<file path="config.mk">
export PLATFORM = sky130hd
export DESIGN_NAME = mac_col_feeder
export DESIGN_NICKNAME = d
export VERILOG_FILES = /design/src/rtl/npu_pkg.sv /design/src/rtl/feed_pipe.sv /design/src/rtl/mac_col_feeder.sv
export SDC_FILE = /design/constraint.sdc
export NUM_CORES = 1
export LEC_CHECK = 0
export BUFFER_PORTS_ARGS = -buffer_cell sky130_fd_sc_hd__buf_2
export CORE_ASPECT_RATIO = 0.5
export CORE_MARGIN = 4
export CORE_UTILIZATION = 41
export CTS_BUF_LIST = sky130_fd_sc_hd__clkbuf_16
export DETAILED_ROUTE_END_ITERATION = 7
export PLACE_DENSITY_LB_ADDON = 0.25
export REMOVE_ABC_BUFFERS = 1
export SYNTH_ARGS = -nofsm -noshare
export SYNTH_HDL_FRONTEND = slang
export SYNTH_HIERARCHICAL = 1
export SYNTH_SLANG_ARGS = --single-unit
</file>
<file path="constraint.sdc">
create_clock -name clk -period 5.2 [get_ports clk]
set_clock_uncertainty 0.2 [all_clocks]
set_input_delay 1.04 -clock clk [delete_from_list [all_inputs] [get_ports clk]]
set_output_delay 1.04 -clock clk [all_outputs]
set_load 0.02 [all_outputs]
</file>
<file path="src/rtl/npu_pkg.sv">
// rtl/npu_pkg.sv - shared instruction codes, load length and feeder encodings
package npu_pkg;

    localparam logic [1:0] INST_IDLE = 2'b00;
    localparam logic [1:0] INST_LOAD = 2'b01;
    localparam logic [1:0] INST_EXEC = 2'b10;

    // Number of key-load slots per run; the chain holds at most this many columns.
    localparam int LOAD_LEN = 10;

    typedef enum logic [2:0] {
        ST_IDLE  = 3'd0,
        ST_CRST  = 3'd1,
        ST_KLOAD = 3'd2,
        ST_EXEC  = 3'd3,
        ST_DRAIN = 3'd4,
        ST_DONE  = 3'd5
    } feed_state_e;

    // Which SRAM (if any) supplies the data word of a slot.
    typedef enum logic [1:0] {
        SRC_ZERO = 2'd0,
        SRC_K    = 2'd1,
        SRC_Q    = 2'd2
    } feed_src_e;

endpackage

</file>
<file path="src/rtl/feed_pipe.sv">
// rtl/feed_pipe.sv - 2-stage slot pipe aligning instruction with 1-cycle SRAM read data
module feed_pipe
    import npu_pkg::*;
#(
    parameter int bw = 8,
    parameter int pr = 8
) (
    input  logic             clk_i,
    input  logic             reset_i,
    input  logic [1:0]       inst_i,
    input  feed_src_e        src_i,
    input  logic [pr*bw-1:0] k_rdata_i,
    input  logic [pr*bw-1:0] q_rdata_i,
    output logic [1:0]       inst_o,
    output logic [pr*bw-1:0] data_o
);

    logic [1:0]       inst_s1_q;
    feed_src_e        src_s1_q;
    logic             vld_s1_q;
    logic [1:0]       inst_s2_q;
    logic [pr*bw-1:0] data_q;
    logic [pr*bw-1:0] data_d;

    // Stage 1: remember the slot while the SRAM read is in flight.
    always_ff @(posedge clk_i) begin
        if (reset_i) begin
            inst_s1_q <= INST_IDLE;
            src_s1_q  <= SRC_ZERO;
            vld_s1_q  <= 1'b0;
        end else begin
            inst_s1_q <= inst_i;
            src_s1_q  <= src_i;
            vld_s1_q  <= (inst_i != INST_IDLE);
        end
    end

    // Pick the returned SRAM word for valid slots; hold the data word on idle slots.
    always_comb begin
        data_d = data_q;
        if (vld_s1_q) begin
            case (src_s1_q)
                SRC_K:   data_d = k_rdata_i;
                SRC_Q:   data_d = q_rdata_i;
                default: data_d = '0;
            endcase
        end
    end

    // Stage 2: present instruction and data together to column 0.
    always_ff @(posedge clk_i) begin
        if (reset_i) begin
            inst_s2_q <= INST_IDLE;
            data_q    <= '0;
        end else begin
            inst_s2_q <= inst_s1_q;
            data_q    <= data_d;
        end
    end

    assign inst_o = inst_s2_q;
    assign data_o = data_q;

endmodule

</file>
<file path="src/rtl/mac_col_feeder.sv">
// rtl/mac_col_feeder.sv - column-chain head feeder: col reset, K load, Q execute, drain; MAC_FEED_BP_EN adds ofifo_full stalls
module mac_col_feeder
    import npu_pkg::*;
#(
    parameter int bw  = 8,
    parameter int pr  = 8,
    parameter int col = 8,
    parameter int aw  = 6
) (
    input  logic             clk,
    input  logic             reset,
    input  logic             start,
    input  logic [aw-1:0]    num_q,
    output logic             busy,
    output logic             done,
    output logic             col_reset,
    output logic             k_cen,
    output logic [aw-1:0]    k_addr,
    input  logic [pr*bw-1:0] k_rdata,
    output logic             q_cen,
    output logic [aw-1:0]    q_addr,
    input  logic [pr*bw-1:0] q_rdata,
    output logic [1:0]       o_inst,
    output logic [pr*bw-1:0] q_out
`ifdef MAC_FEED_BP_EN
    ,
    input  logic             ofifo_full
`endif
);

    // Counter must reach LOAD_LEN-1, col+2 and num_q-1.
    localparam int CW = (aw > 4) ? aw : 4;

    feed_state_e   state_q, state_d;
    logic [CW-1:0] cnt_q, cnt_d;
    logic [aw-1:0] nq_q, nq_d;
    logic [1:0]    inst;
    feed_src_e     src;
    logic          stall;

`ifdef MAC_FEED_BP_EN
    assign stall = ofifo_full;
`else
    assign stall = 1'b0;
`endif

    // State, slot counter and latched Q count.
    always_ff @(posedge clk) begin
        if (reset) begin
            state_q <= ST_IDLE;
            cnt_q   <= '0;
            nq_q    <= '0;
        end else begin
            state_q <= state_d;
            cnt_q   <= cnt_d;
            nq_q    <= nq_d;
        end
    end

    // Next state plus SRAM strobes and the slot issued into the pipe this cycle.
    always_comb begin
        state_d   = state_q;
        cnt_d     = cnt_q;
        nq_d      = nq_q;
        busy      = (state_q != ST_IDLE);
        done      = 1'b0;
        col_reset = 1'b0;
        k_cen     = 1'b1;
        k_addr    = '0;
        q_cen     = 1'b1;
        q_addr    = '0;
        inst      = INST_IDLE;
        src       = SRC_ZERO;
        case (state_q)
            ST_IDLE: begin
                if (start) begin
                    nq_d    = num_q;
                    cnt_d   = '0;
                    state_d = ST_CRST;
                end
            end
            ST_CRST: begin
                col_reset = 1'b1;
                cnt_d     = '0;
                state_d   = ST_KLOAD;
            end
            ST_KLOAD: begin
                // Slot k carries the key of column 9-k; early slots fall off the end of a short chain.
                inst = INST_LOAD;
                if (cnt_q >= CW'(LOAD_LEN - col)) begin
                    k_cen  = 1'b0;
                    k_addr = aw'(LOAD_LEN - 1) - aw'(cnt_q);
                    src    = SRC_K;
                end
                if (cnt_q == CW'(LOAD_LEN - 1)) begin
                    cnt_d   = '0;
                    state_d = (nq_q == '0) ? ST_DRAIN : ST_EXEC;
                end else begin
                    cnt_d = cnt_q + CW'(1);
                end
            end
            ST_EXEC: begin
                // A stalled cycle issues a bubble and keeps the address for the retry.
                q_addr = aw'(cnt_q);
                if (!stall) begin
                    q_cen = 1'b0;
                    inst  = INST_EXEC;
                    src   = SRC_Q;
                    if (cnt_q == CW'(nq_q - aw'(1))) begin
                        cnt_d   = '0;
                        state_d = ST_DRAIN;
                    end else begin
                        cnt_d = cnt_q + CW'(1);
                    end
                end
            end
            ST_DRAIN: begin
                // Covers 2 pipe stages, col-1 column hops and the last column's write latency.
                if (cnt_q == CW'(col + 2)) begin
                    cnt_d   = '0;
                    state_d = ST_DONE;
                end else begin
                    cnt_d = cnt_q + CW'(1);
                end
            end
            ST_DONE: begin
                done    = 1'b1;
                state_d = ST_IDLE;
            end
            default: state_d = ST_IDLE;
        endcase
    end

    feed_pipe #(
        .bw(bw),
        .pr(pr)
    ) u_pipe (
        .clk_i    (clk),
        .reset_i  (reset),
        .inst_i   (inst),
        .src_i    (src),
        .k_rdata_i(k_rdata),
        .q_rdata_i(q_rdata),
        .inst_o   (o_inst),
        .data_o   (q_out)
    );

endmodule

</file>
==> out/metrics.cfg <==
[synth]
synth_top_family_by_area = compound AO/OA/AOI/OAI gates
yosysWarnings = 6
synth_top_area_share_pct = 40.73
muxShareOfSynthArea_pct = 1.421
netlist_area_um2 = 4227
yosysMostFrequentCell = dfxtp_1
synth_cells = 384
yosysUniqueCellTypes = 46
synth_edf_count = 0
synth_xor_area_share_pct = 2.694
synthTopCellsByArea = dfxtp_1 (41%), o2bb2ai_2 (21%), a22oi_1 (11%)
synthAdderAreaFrac_pct = 2.368
yosysTopAreaCell = dfxtp_1
synth.avg_cell_area_um2 = 11.01
synthFlopType = dfxtp_1
synthSimpleGateAreaFrac_pct = 8.792
synthTopCellsByCount = dfxtp_1 (86), a22oi_1 (64), o2bb2ai_2 (60), nor2_1 (25), clkbuf_1 (18)
ys_seq_area_share_pct = 40.73
synth_compound_area_share_pct = 37.95
ys_ff_latch = 86
async_flop_share_pct = 0

[power]
p_clk_share_pct = 34.2
power_density_nw_per_um2 = 312.3
ir_drop_uv = 174.9
total_power_w = 0.001752
p_comb_share_pct = 23.8
p_leak_nw = 2.385
swShare_pct = 31.92
p_int_w = 0.001193
p_seq_share_pct = 42.0
p_switching_w = 0.0005593

[critical_path]
crit_family = flip-flops
cp.depth = 8
reg2reg_to = cnt_q[3]$_SDFFE_PP0P_
critical_path.startpoint_type = flop
crit_path_frequent_cell = inv_1
endpoint_kind = output port
critical_path_class = reg -> out
startpoint = cnt_q[2]$_SDFFE_PP0P_
r2r-start = cnt_q[2]$_SDFFE_PP0P_
critical_path_arrival_ns = 2.34
cp_cell_sequence = inv_1 -> ha_1 -> inv_1 -> o21ai_0 -> o41ai_2 -> inv_1 -> and2_1 -> buf_2
reg2reg_depth = 6
reg2reg_slack_ns = 2.90
cp.required_ns = 3.96
max_stage_delay_ns = 0.56
cp_max_fo = 12
slowest_stage = dfxtp_1
cp_num_buf_inv = 4
crit_end = k_addr[2]

[sta]
relSlewSlack_pct = 21.13
rsz0062_at_grt = false
min_period_ns = 3.578
setup_viol = 0
period_share_pct = 68.80
fmax_mhz = 279.5
finalHoldViolations = 0
worst_pin_slew_ns = 1.183
fin_setup_tns_ns = 0
finalMaxSlewViolations = 0

[finish]
multi_input_area_um2 = 2262
stdcell_count = 718
area_delta_synth_final_pct = 32.71
fillCellCount = 867
finalNetCount = 723
final_layout_size_suffix_gt1_share_pct = 53.00
regArea_um2 = 1722
antenna_cells = 0

[routing]
wirelength_um = 10990
dr.pass1.iters = 4
wl_per_cell_um = 15.31
via_per_inst = 5.125
vias = 3680
remaining_drc_errors = 0
antenna_left = 0
drt_iter0_markers = 161

[clock_network]
cts_buffers = 9
cts.sinks = 86
root_buffer = clkbuf_16
cts_max_level = 3
hold_buffers = 0
cts-root-to-sink-buffers = 2
cts_tree = built
postCtsSetupBuffers = 0
clock_latency_ns = 0.34
cts_resized = 0
path_clk_slew_ns = 0.06

[die]
design.core.area_um2 = 9728
die_w_um = 151.6
die-height_um = 79.80
die_area_um2 = 12100
start_util_pct = 43.45
io_pins = 220
rows = 25

[global_routing]
track_usage_pct = 17.65
grt_pass1_wl_um = 17040
gr-total-overflow = 0
antenna_found_initial = 0
grt_pass1_vias = 3395
grt_max_degree = 65

[placement]
dp_hpwl_um = 8025
placed_cells = 702
numPortBuffers = 219
place_congestion = 0.8050

[outcome]
status = complete, no violations

[min_path]
min_path_type = reg -> reg

[job]
cap_violations = 0

-- routing by layer --
layer,global-route usage (%),part of all wire [%],vias to the layer above
li1,-,-,1846
met1,22.11,42,1696
met2,29.53,50,121
met3,5.162,6.9,17
met4,5.376,1.7,0
met5,0,0,-
-- cells by family after synthesis --
| family | count (synthesis) |
|---|---|
| multiplexers | 6 |
| XOR/XNOR | 13 |
| adder cells (fa/ha/maj) | 8 |
| flip-flops | 86 |
| buffers and inverters | 51 |
| AND/OR/NAND/NOR | 69 |
| AO/OA/AOI/OAI | 151 |
-- layout by cell type (no fill, tap or decap), types with 5 or more instances in the layout --
cell,n
o2bb2ai_2,60
nor3_1,7
xor2_1,6
a22oi_1,64
nor2_1,25
a21oi_1,6
clkbuf_16,9
buf_2,219
inv_1,14
ha_1,6
mux2i_1,6
dfxtp_1,86
nor2b_1,5
xnor2_1,7
-- registers in the layout (all words and copies together) (netlist names) --
signal and cells:
cnt_q 6, u_pipe/inst_s1_q 2, state_q 3, u_pipe/vld_s1_q 1, nq_q 6, u_pipe/data_o 64
u_pipe/inst_o 2, u_pipe/src_s1_q 2
-- worst min path at each step --
stage	startpoint	end	slack, ns	depth (start not counted)
after global placement	u_pipe/inst_s1_q[0]$_SDFF_PP0_	u_pipe/inst_o[0]$_SDFF_PP0_	0.24	1
after floorplan	u_pipe/inst_s1_q[0]$_SDFF_PP0_	u_pipe/inst_o[0]$_SDFF_PP0_	0.21	1
final	u_pipe/inst_s1_q[1]$_SDFF_PP0_	u_pipe/inst_o[1]$_SDFF_PP0_	0.24	1
after CTS	u_pipe/inst_s1_q[1]$_SDFF_PP0_	u_pipe/inst_o[1]$_SDFF_PP0_	0.25	1
after global routing	u_pipe/inst_s1_q[0]$_SDFF_PP0_	u_pipe/inst_o[0]$_SDFF_PP0_	0.27	1
after detailed placement	u_pipe/inst_s1_q[1]$_SDFF_PP0_	u_pipe/inst_o[1]$_SDFF_PP0_	0.24	1
-- layout make-up --
cell class	count	share of cell area, %
Clock inverter	7	1.115
Inverter	14	0.9369
Sequential cell	86	30.69
Timing Repair Buffer	220	19.90
Tap cell	135	3.011
Clock buffer	9	4.015
Multi-Input combinational cell	247	40.33
-- metrics by stage --
step | util [%] | instance area (um2) | worst slack [ns] | hold slack, ns
2_1_floorplan | - | 4024 | 1.492 | 0.2138
3_3_place_gp | 54.70 | 5321 | 2.137 | 0.2381
3_5_place_dp | 54.70 | 5321 | 2.031 | 0.2366
4_1_cts | 57.66 | 5609 | 1.638 | 0.2515
5_1_grt | 57.66 | 5609 | 1.431 | 0.2729
6_report | 57.66 | 5609 | 1.622 | 0.2411
-- power by group through the flow --
stage	Combinational [W]	Clock, W	Sequential (W)
CTS	0.000421	0.000622	0.000736
detailed placement	0.000418	0	0.000751
global placement	0.000416	0	0.000750
finish	0.000416	0.000600	0.000736
floorplan	0.000290	0	0.000737
global route	0.000465	0.000654	0.000743
-- worst reg2reg max path, delay by kind of cell (launching register included) --
kind	cells	cell delay, ns
flops	1	0.56
fa+ha+maj	1	0.26
buf+inv	1	0.18
compound gates	3	0.87
simple gates	1	0.14
Power figures use the tool's default switching activity.
